## config.mk

```make
export PLATFORM = sky130hd
export DESIGN_NAME = s_check
export DESIGN_NICKNAME = d
export VERILOG_FILES = /design/src/rtl/s_check_pkg.sv /design/src/rtl/s_check.sv
export SDC_FILE = /design/constraint.sdc
export NUM_CORES = 1
export LEC_CHECK = 0
export ABC_AREA = 1
export ABC_CLOCK_PERIOD_IN_PS = 1900
export CAP_MARGIN = 15
export CORE_MARGIN = 2
export CORE_UTILIZATION = 25
export DETAILED_ROUTE_END_ITERATION = 6
export RECOVER_POWER = 100
export SLEW_MARGIN = 20
export SYNTH_ARGS = -nofsm -noshare
export SYNTH_HDL_FRONTEND = slang
export SYNTH_SLANG_ARGS = --single-unit
```

## constraint.sdc

```tcl
create_clock -name clk -period 1.9 [get_ports clk]
set_input_delay 0.19 -clock clk [delete_from_list [all_inputs] [get_ports clk]]
set_output_delay 0.19 -clock clk [all_outputs]
set_load 0.005 [all_outputs]
```

## src/rtl/s_check_pkg.sv

```systemverilog
// s_check_pkg: shared ARC4 definitions for the S-memory checker.
//   state_t   : checker FSM states (IDLE, READ, DRAIN)
//   N_ENTRIES : number of S-memory bytes swept (256)
//   ADDR_W    : S-memory address width (8)
package s_check_pkg;

    localparam int N_ENTRIES = 256;
    localparam int ADDR_W    = 8;

    typedef enum logic [1:0] {
        IDLE  = 2'd0,
        READ  = 2'd1,
        DRAIN = 2'd2
    } state_t;

endpackage

```

## src/rtl/s_check.sv

```systemverilog
// s_check: reader counterpart of the S-init writer. It sweeps a
// synchronous-read S-memory and checks s[i] == i for every entry.
//
// Ports
//   clk            system clock, rising edge
//   rst            synchronous active-high reset
//   en             start request, sampled only while rdy=1
//   rdy            idle and able to accept en
//   addr           S-memory read address
//   rddata         S-memory read data, valid one cycle after addr
//   done           a sweep has completed, results valid
//   pass           registered: done with err_count == 0
//   err_count      mismatching entries in the last sweep (0..256)
//   first_bad_addr lowest mismatching address, 0 when none
//   state          current FSM state (debug visibility)
//
// Handshake: en is a level request qualified by rdy. A start happens on
// the rising edge where rdy=1 and en=1; en while rdy=0 is dropped, not
// queued. rst wins over en.
module s_check #(
    parameter int N_ENTRIES = s_check_pkg::N_ENTRIES
) (
    input  logic                            clk,
    input  logic                            rst,
    input  logic                            en,
    output logic                            rdy,
    output logic [s_check_pkg::ADDR_W-1:0]  addr,
    input  logic [s_check_pkg::ADDR_W-1:0]  rddata,
    output logic                            done,
    output logic                            pass,
    output logic [s_check_pkg::ADDR_W:0]    err_count,
    output logic [s_check_pkg::ADDR_W-1:0]  first_bad_addr,
    output s_check_pkg::state_t             state
);

    import s_check_pkg::*;

    localparam logic [ADDR_W-1:0] LAST_ADDR = ADDR_W'(N_ENTRIES - 1);

    state_t            state_q;
    state_t            state_d;

    // One-stage delay register: the address whose data arrives this cycle.
    logic [ADDR_W-1:0] dly_addr;
    logic              dly_vld;
    logic              mismatch;

    assign mismatch = dly_vld && (rddata != dly_addr);
    assign rdy      = (state_q == IDLE);
    assign state    = state_q;

    always_ff @(posedge clk) begin
        if (rst) begin
            state_q <= IDLE;
        end else begin
            state_q <= state_d;
        end
    end

    always_comb begin
        state_d = state_q;
        unique case (state_q)
            IDLE:    if (en) state_d = READ;
            READ:    if (addr == LAST_ADDR) state_d = DRAIN;
            DRAIN:   state_d = IDLE;
            default: state_d = IDLE;
        endcase
    end

    always_ff @(posedge clk) begin
        if (rst) begin
            addr           <= '0;
            dly_addr       <= '0;
            dly_vld        <= 1'b0;
            done           <= 1'b0;
            pass           <= 1'b0;
            err_count      <= '0;
            first_bad_addr <= '0;
        end else begin
            // Data for the address presented in a READ cycle arrives in the
            // following cycle, so the valid flag trails the READ state by one.
            dly_vld <= (state_q == READ);

            if (state_q == READ) begin
                dly_addr <= addr;
                // Returning to 0 after the last entry leaves addr=0 in DRAIN/IDLE.
                addr     <= (addr == LAST_ADDR) ? '0 : addr + ADDR_W'(1);
            end

            if (mismatch) begin
                err_count <= err_count + (ADDR_W+1)'(1);
                if (err_count == '0) begin
                    first_bad_addr <= dly_addr;
                end
            end

            if (state_q == IDLE && en) begin
                done           <= 1'b0;
                pass           <= 1'b0;
                err_count      <= '0;
                first_bad_addr <= '0;
            end

            // DRAIN carries the final comparison, so pass must fold it in.
            if (state_q == DRAIN) begin
                done <= 1'b1;
                pass <= (err_count == '0) && !mismatch;
            end
        end
    end

endmodule

```

==> impl_metrics.json, run 1 <==
{
  "status": "complete, no violations",
  "synth_area_leader_cell": "dfxtp_1",
  "internal_power_w": 0.00120,
  "arrival_ps": 1400,
  "pwr-share-seq_pct": 52.5,
  "grt_max_degree": 16,
  "min_period_ps": 1590,
  "finalCritPeriodShare_pct": 83.6,
  "overflow": 0,
  "yosys.area_share.simple_pct": 34.4,
  "maxCapViolCount": 0,
  "power.density_nw_per_um2": 637,
  "clk_latency_ps": 290,
  "seq_area_frac_synth_pct": 39.7,
  "boundaryPins": 41,
  "clk_pin_slew_worst_paths_ps": 70,
  "diodes": 0,
  "wl_per_cell_um": 10.3,
  "grt_use_total_pct": 10.9,
  "synth_xor_area_share_pct": 4.11,
  "drive_gt1_share_pct": 8.10,
  "hold_class": "flip-flop to flip-flop",
  "hold_viol_final": 0,
  "synth_area_um2": 1920,
  "drtIter0Drc": 56,
  "slew_headroom_pct": 69.6,
  "worstPathCellList": "dlygate4sd3_1",
  "yosysUniqueCellTypes": 25,
  "drv_slew": 0,
  "crit_fanout": 8,
  "syn-num-nets": 291,
  "portBuffers": 40,
  "postRouteAntennaNets": 0,
  "row_count": 31,
  "p_comb_share_pct": 12.2,
  "dp_hpwl_um": 3290,
  "cts.sinks": 38,
  "skew_ps": 4.97,
  "grt_pass1_wl_um": 7340,
  "initial_core_util_pct": 26.1,
  "cts_resized": 0,
  "final_cell_mix": "nand2_1, inv_1, dfxtp_1, dlygate4sd3_1, a21oi_1",
  "whs_ps": 495,
  "grt_pass1_vias": 1558,
  "first_pass_iters": 4,
  "crit_required_ps": 1710,
  "fp.coreArea_um2": 7330,
  "cts_setup_buffers": 0,
  "worstMarginPinSlew_ps": 454,
  "yosysTopAreaCellShare_pct": 39.7,
  "slowest_stage": "dlygate4sd3_1",
  "synth_mux_area_share_pct": 0,
  "synth_warnings": 0,
  "die_width_um": 91.5,
  "clock.fmax_ghz": 0.630,
  "power.share.clock_pct": 35.3,
  "place_inst": 412,
  "htreeDepth": 2,
  "synth_area_leaders": "dfxtp_1, nand2_1, inv_1, a21oi_1, nand3_1",
  "fin_cells": 420,
  "numCtsBuffers": 5,
  "cp_top_family": "buffers and inverters",
  "final_common_cell": "nand2_1",
  "place_congestion": 0.816,
  "placed_area_um2": 2430,
  "ir_drop_v": 0.000279,
  "routed_wl_um": 4330,
  "syn_to_final_growth_pct": 31.2,
  "final-setup-viol-count": 0,
  "critPathBufInv": 1,
  "power.leakage_nw": 1.08,
  "synthCells": 277,
  "via_per_inst": 4.15,
  "final_cell_area_um2": 2510,
  "ys_ff_latch": 38,
  "rsz0062_at_grt": "no",
  "crit_type": "flip-flop to output pin",
  "cts_buffer_depth": 2,
  "dieArea_um2": 8380,
  "slowest_delay_ps": 620,
  "synth.avg_cell_area_um2": 6.92,
  "setup.worst_path.end_class": "output pin",
  "critPathLaunchType": "flip-flop",
  "die_h_um": 91.5,
  "ctsHoldBuffers": 0,
  "p_total_w": 0.00160,
  "synth_compound_area_share_pct": 8.56,
  "synth_top_family_by_area": "simple AND/OR/NAND/NOR gates",
  "synth_fa_ha_area_share_pct": 1.96,
  "cts_tree": "yes",
  "fin_setup_tns_ps": 0,
  "root_buffer": "clkbuf_8",
  "nets": 334,
  "detailroute.via_count": 1745,
  "p_sw_share_pct": 24.9,
  "post-route-drc-count": 0,
  "switchingPower_w": 0.000399,
  "grt_antenna_before_repair": 0
}
[state kept, by name, indices dropped and copies added (netlist names)]
name            cells
err_count           9
addr                8
dly_addr            8
first_bad_addr      8
state               2
dly_vld             1
done                1
pass                1
[through the flow]
stage	worst slack, ps	util (%)
after detailed placement	154	33.1
final	312	34.3
after global routing	169	34.3
after floorplan	550	-
after CTS	326	34.3
after global placement	149	33.1
[routing by layer]
layer | vias to the layer above | wire (um) | track usage (%)
met5 | - | 0 | 0
met4 | 0 | 58 | 3.41
met3 | 5 | 215 | 3.98
met2 | 27 | 1940 | 16.4
met1 | 755 | 2120 | 14.4
li1 | 958 | - | -
[worst register-to-register path: stages (launching register included)]
cell     delay (ps)
dfxtp_1         340
inv_1           100
ha_1            150
nand2_1          80
nor3_4          420
nand3_4         180
nand2_1         100
inv_1            50
nor2_2           90
[worst paths after layout]
path | endpoint | cells after the start | slack (ps) | start
max | err_count[4] | 1 | 310 | err_count[4]
min | dly_addr[0] | 2 | 500 | dly_addr[0]
max reg2reg | first_bad_addr[4] | 8 | 340 | err_count[0]
min reg2reg | dly_addr[0] | 2 | 500 | dly_addr[0]
[power by group through the flow]
stage	Combinational [W]	Sequential [W]	Clock, W
6_report	0.000195	0.000840	0.000564
3_3_place_gp	0.000203	0.000860	0
2_1_floorplan	0.000122	0.000855	0
5_1_grt	0.000223	0.000845	0.000629
4_1_cts	0.000205	0.000841	0.000588
3_5_place_dp	0.000204	0.000860	0
[cells by family after synthesis]
family | Yosys count
fa+ha+maj | 3
flops | 38
compound gates | 32
xor+xnor | 9
buf+inv | 53
simple gates | 142
[layout make-up]
cell class | count | area [um^2]
clock buffers | 7 | 86.3
clock inverters | 1 | 5.00
fillers | 770 | 4820
inverters | 44 | 165
multi-input cells | 186 | 933
flip-flops and latches | 38 | 761
well taps | 99 | 124
repair buffers | 45 | 438
[cell usage after synthesis]
cell type,number
nand2_2,3
dfxtp_1,38
nand3_1,15
o21ai_0,9
o31ai_1,1
nor3_1,5
xnor2_1,5
nor2_2,10
nor2_1,20
nand3_2,1
clkbuf_1,5
nand4_1,11
nor3_4,1
ha_1,3
nand3_4,1
a31oi_1,1
buf_6,2
inv_1,43
nand3b_1,1
nor3b_1,1
clkinv_1,1
a21oi_1,21
buf_2,2
nand2_1,73
xor2_1,4
No activity file was read; power rests on OpenSTA's default activity.
==> inputs of run 2 (changes only) <==
--- a/config.mk
+++ b/config.mk
@@ -6,7 +6,7 @@
 export NUM_CORES = 1
 export LEC_CHECK = 0
 export ABC_AREA = 1
-export ABC_CLOCK_PERIOD_IN_PS = 1900
+export ABC_CLOCK_PERIOD_IN_PS = 1300
 export CAP_MARGIN = 15
 export CORE_MARGIN = 2
 export CORE_UTILIZATION = 25
==> constraint.sdc (replaced) <==
create_clock -name clk -period 1.3 [get_ports clk]
set_input_delay 0.13 -clock clk [delete_from_list [all_inputs] [get_ports clk]]
set_output_delay 0.13 -clock clk [all_outputs]
set_load 0.005 [all_outputs]
==> run 2 against run 1 <==
The flow now finishes with violations (negative setup slack); highest routed layer unchanged; flip-flop and latch count unchanged; cell count increased by 10%; critical path depth increased by 8.
==> impl_metrics.json, run 2 (synthesis results as in run 1) <==
{
  "largest_reg_flops": 9,
  "cp_num_cells": 9,
  "cts_buffer_depth": 2,
  "finalCritPeriodShare_pct": 105,
  "worstMarginPinSlew_ps": 260,
  "boundaryPins": 41,
  "row_count": 31,
  "rsz0062_at_grt": "yes",
  "crit_fanout": 8,
  "worstPathCellList": "inv_4 > ha_4 > nand2_4 > nor3_4 > buf_12 > nand3_4 > nand2_1 > inv_1 > nor2_2",
  "clock.fmax_ghz": 0.729,
  "top_register": "err_count",
  "grt_max_degree": 13,
  "hold_start": "en",
  "syn_to_final_growth_pct": 61.5,
  "met3_usage_pct": 3.15,
  "critPathLaunchType": "flip-flop",
  "fin_setup_tns_ps": -515,
  "skew_ps": 6.64,
  "place_inst": 444,
  "grt_antenna_before_repair": 0,
  "ir_drop_v": 0.000343,
  "drtIter0Drc": 56,
  "r2r_start": "err_count[0]",
  "clk_pin_slew_worst_paths_ps": 70,
  "rr_worst_depth": 9,
  "detailroute.via_count": 1986,
  "fin_ws_ps": -71.0,
  "slew_headroom_pct": 82.6,
  "wl_per_cell_um": 11.0,
  "dp_hpwl_um": 3590,
  "power.leakage_nw": 1.43,
  "initial_core_util_pct": 26.1,
  "final_cell_mix": "nand2_1, buf_4, inv_1, a21oi_1, dfxtp_1",
  "min_period_ps": 1370,
  "arrival_ps": 1610,
  "grt_pass1_wl_um": 8030,
  "clk_latency_ps": 290,
  "slowest_stage": "dfxtp_4",
  "hold_viol_final": 0,
  "post-route-drc-count": 0,
  "overflow": 0,
  "drive_gt1_share_pct": 32.1,
  "portBuffers": 40,
  "die_h_um": 91.5,
  "via_per_inst": 4.28,
  "hold_class": "primary input to flip-flop",
  "numCtsBuffers": 5,
  "r2r_slack_ps": -70,
  "grt_pass1_vias": 1823,
  "die_width_um": 91.5,
  "postRouteAntennaNets": 0,
  "critPathBufInv": 3,
  "crit_type": "flip-flop to flip-flop",
  "final_common_cell": "nand2_1",
  "slowest_delay_ps": 360,
  "cp_top_family": "simple AND/OR/NAND/NOR gates",
  "first_pass_iters": 4,
  "power.density_nw_per_um2": 841,
  "hold_depth": 3,
  "place_congestion": 0.837,
  "htreeDepth": 2,
  "setup.worst_path.end_class": "flip-flop",
  "dp_slack_ps": -279,
  "grtUsageMet2_pct": 18.4,
  "drv_slew": 0,
  "grt_use_met1_pct": 15.0,
  "whs_ps": 465,
  "routed_wl_um": 5090,
  "fin_util_pct": 42.2,
  "gr-max-usage-layer": "met2",
  "maxCapViolCount": 0,
  "nets": 378,
  "cts_tree": "yes",
  "status": "complete, but fails checks",
  "dieArea_um2": 8380,
  "cts.sinks": 38,
  "root_buffer": "clkbuf_8",
  "violations": "negative setup slack",
  "grt_use_total_pct": 11.8,
  "fin_cells": 464,
  "final-setup-viol-count": 11,
  "startpoint": "err_count[0]",
  "fp.coreArea_um2": 7330,
  "crit_required_ps": 1540,
  "diodes": 0
}
==> run 2: cell count changes in the layout (fill, tap and decap cells not counted), moves of 5 or more <==
cell             delta
dfxtp_1            -19
nor2_1              -8
clkdlybuf4s50_1     +6
clkdlybuf4s25_1     +6
dlygate4sd2_1      +13
dfxtp_2            +12
nand2_2             +6
dlymetal6s2s_1      +5
buf_6               +5
nand2_1             -8
dlygate4sd3_1      -30
buf_4              +36
dfxtp_4             +7
==> run 2: per-stage QoR <==
stage	total power [W]	instance area, um^2
after floorplan	0.00143	1920
after global placement	0.00161	2700
after detailed placement	0.00161	2700
after CTS	0.00260	2890
after global routing	0.00273	3090
final	0.00260	3090
==> run 2: timing repair <==
item | 4_1_cts | 5_1_grt
pin swaps | 2 | 23
cloned | 0 | 1
hold buffers | 0 | 0
gates resized for setup | 42 | 55
setup endpoints to repair | 40 | 38
buffers inserted | 7 | 4
==> run 2: worst paths after layout <==
path                       end
min reg2reg        dly_addr[7]
max          first_bad_addr[5]
max reg2reg  first_bad_addr[5]
min                   state[0]
==> run 2: final cells by class <==
class / count / area, um^2
clock inverter: 1 / 30.0
clock buffer: 7 / 76.3
multi-input combinational: 186 / 1060
fill: 759 / 4240
tap: 99 / 124
inverter: 44 / 171
timing repair buffer: 89 / 826
sequential: 38 / 802
==> run 2: power by group <==
group	total (W)	switching, W	internal (W)
clock network	0.000986	0.000412	0.000574
logic	0.000403	0.000198	0.000205
registers	0.00121	0.0000237	0.00119
==> run 2: worst reg2reg max path: stages (launching register included) <==
cell and delay, ps:
dfxtp_4 360, inv_4 60, ha_4 130, nand2_4 40, nor3_4 260, buf_12 150
nand3_4 100, nand2_1 90, inv_1 50, nor2_2 70
==> run 2: routing by layer <==
| metal | routed length [um] | up-vias | share of wire, % |
|---|---|---|---|
| met5 | 0 | - | 0 |
| met4 | 117 | 0 | 2.3 |
| met3 | 243 | 12 | 4.8 |
| met2 | 2490 | 48 | 49 |
| met1 | 2240 | 881 | 44 |
| li1 | - | 1045 | - |
==> inputs of run 3 (changes only) <==
--- a/config.mk
+++ b/config.mk
@@ -6,9 +6,7 @@
 export NUM_CORES = 1
 export LEC_CHECK = 0
 export ABC_AREA = 1
-export ABC_CLOCK_PERIOD_IN_PS = 1300
 export CAP_MARGIN = 15
-export CORE_MARGIN = 2
 export CORE_UTILIZATION = 25
 export DETAILED_ROUTE_END_ITERATION = 6
 export RECOVER_POWER = 100
==> run 3 against run 2 <==
The flow still finishes with violations (negative setup slack); flip-flop and latch count unchanged; cell count grew 1.7%; register-to-register slack gained 50 ps; die area decreased by 4.3%; design area grew 5.9%; sequential share of layout area shrank 1.1 points; global-route usage up 1.3 points; non-clock buffer count rose by 8; critical endpoint is now err_count[8]; largest power group unchanged.
==> impl_metrics.json, run 3 (synthesis results as in run 1) <==
{
  "detailroute.via_count": 2070,
  "root_buffer": "clkbuf_8",
  "syn_to_final_growth_pct": 71.1,
  "finalCritPeriodShare_pct": 101,
  "drive_gt1_share_pct": 41.6,
  "power.density_nw_per_um2": 760,
  "final_common_cell": "nand2_1",
  "clk_pin_slew_worst_paths_ps": 70,
  "p_total_w": 0.00249,
  "drtIter0Drc": 139,
  "fin_cells": 472,
  "wl_per_cell_um": 11.7,
  "via_per_inst": 4.39,
  "crit_fanout": 3,
  "top_register": "err_count",
  "clk_latency_ps": 290,
  "die_h_um": 89.5,
  "cts_tree": "yes",
  "htreeDepth": 2,
  "boundaryPins": 41,
  "critPathBufInv": 1,
  "post-route-drc-count": 0,
  "first_pass_iters": 4,
  "grt_pass1_wl_um": 8070,
  "ir_drop_v": 0.000391,
  "crit_required_ps": 1530,
  "largest_reg_flops": 9,
  "worstMarginPinSlew_ps": 208,
  "portBuffers": 40,
  "fp.coreArea_um2": 7330,
  "diodes": 0,
  "grt_pass1_vias": 1797,
  "worstPathCellList": "buf_6 > ha_4 > nand3_4 > nor2_4 > nand3b_1 > nand2_1 > nand3_2 > a21oi_2",
  "grt_use_total_pct": 13.1,
  "crit_type": "flip-flop to flip-flop",
  "whs_ps": 471,
  "setup.worst_path.end_class": "flip-flop",
  "routed_wl_um": 5500,
  "cts.sinks": 38,
  "skew_ps": 1.94,
  "hold_class": "primary input to flip-flop",
  "slowest_stage": "dfxtp_2",
  "cp_top_family": "simple AND/OR/NAND/NOR gates",
  "min_period_ps": 1320,
  "fin_ws_ps": -19.3,
  "critPathLaunchType": "flip-flop",
  "rsz0062_at_grt": "yes",
  "dp_hpwl_um": 3520,
  "power.leakage_nw": 1.56,
  "final_cell_mix": "nand2_1, buf_4, inv_1, clkdlybuf4s50_1, dfxtp_2",
  "cts_buffer_depth": 2,
  "slowest_delay_ps": 360,
  "overflow": 0,
  "clock.fmax_ghz": 0.758,
  "postRouteAntennaNets": 0,
  "dieArea_um2": 8020,
  "initial_core_util_pct": 26.1,
  "grt_max_degree": 19,
  "place_inst": 443,
  "ctsHoldBuffers": 0,
  "maxCapViolCount": 0,
  "place_congestion": 0.850,
  "nets": 386,
  "numCtsBuffers": 5,
  "drv_slew": 0,
  "row_count": 31,
  "grt_antenna_before_repair": 0,
  "final-setup-viol-count": 5,
  "arrival_ps": 1550,
  "status": "complete, but fails checks",
  "slew_headroom_pct": 86.0,
  "hold_viol_final": 0,
  "n_fill_cell": 714,
  "die_width_um": 89.5,
  "fin_setup_tns_ps": -54.5,
  "violations": "negative setup slack"
}
run 3: cell count changes in the layout (fill, tap and decap cells not counted), moves of 5 or more:
cell and delta:
a21oi_2 +5, nand2_1 -10, clkdlybuf4s25_1 -6, a21oi_1 -5
inv_2 +5, clkdlybuf4s50_1 +5, dfxtp_1 -6, nand2_2 +6
run 3: layout make-up:
| class | count | area [um^2] | share of cell area [%] |
|---|---|---|---|
| multi-input cells | 186 | 1170 | 35.6 |
| repair buffers | 97 | 915 | 27.9 |
| flip-flops and latches | 38 | 815 | 24.8 |
| inverters | 44 | 168 | 5.11 |
| well taps | 99 | 124 | 3.78 |
| clock buffers | 7 | 86.3 | 2.63 |
| clock inverters | 1 | 5.00 | 0.153 |
run 3: path summary, 6_finish.rpt:
check	start	to	slack [ps]	cells after the start
min	en	state[0]	470	3
max	err_count[1]	err_count[8]	-20	8
max reg2reg	err_count[1]	err_count[8]	-20	8
min reg2reg	addr[5]	addr[5]	480	2
run 3: power breakdown:
| part | leakage, nW | switching (W) | total (W) | internal [W] |
|---|---|---|---|---|
| clock network | 0.0482 | 0.000425 | 0.000853 | 0.000428 |
| registers | 0.323 | 0.0000245 | 0.00121 | 0.00119 |
| logic | 1.19 | 0.000217 | 0.000429 | 0.000212 |
| total | 1.56 | 0.000667 | 0.00249 | 0.00182 |
run 3: repair_timing:
action,in CTS,in global routing
hold endpoints to repair,0,0
setup endpoints to repair,38,42
setup buffers,14,6
pin swaps,25,32
resized for setup,56,77
gates cloned,0,1
run 3: per-layer routing:
metal / part of all wire [%] / vias up / GRT usage [%]
met5: 0 / - / 0
met4: 1.4 / 0 / 4.76
met3: 4.8 / 6 / 2.95
met2: 49 / 46 / 22.1
met1: 44 / 946 / 16.4
li1: - / 1072 / -
run 3: stage by stage:
stage	worst slack (ps)	instance area (um^2)	util, %
final	-19.3	3280	44.7
after CTS	-42.0	2970	40.5
after floorplan	-16.1	1920	-
after global placement	-274	2690	36.7
after global routing	-118	3280	44.7
after detailed placement	-295	2690	36.7
run 3: tightest hold or removal path, stage by stage:
cell	delay [ps]
clkdlybuf4s50_1	420
a21oi_1	140
nor2_1	40
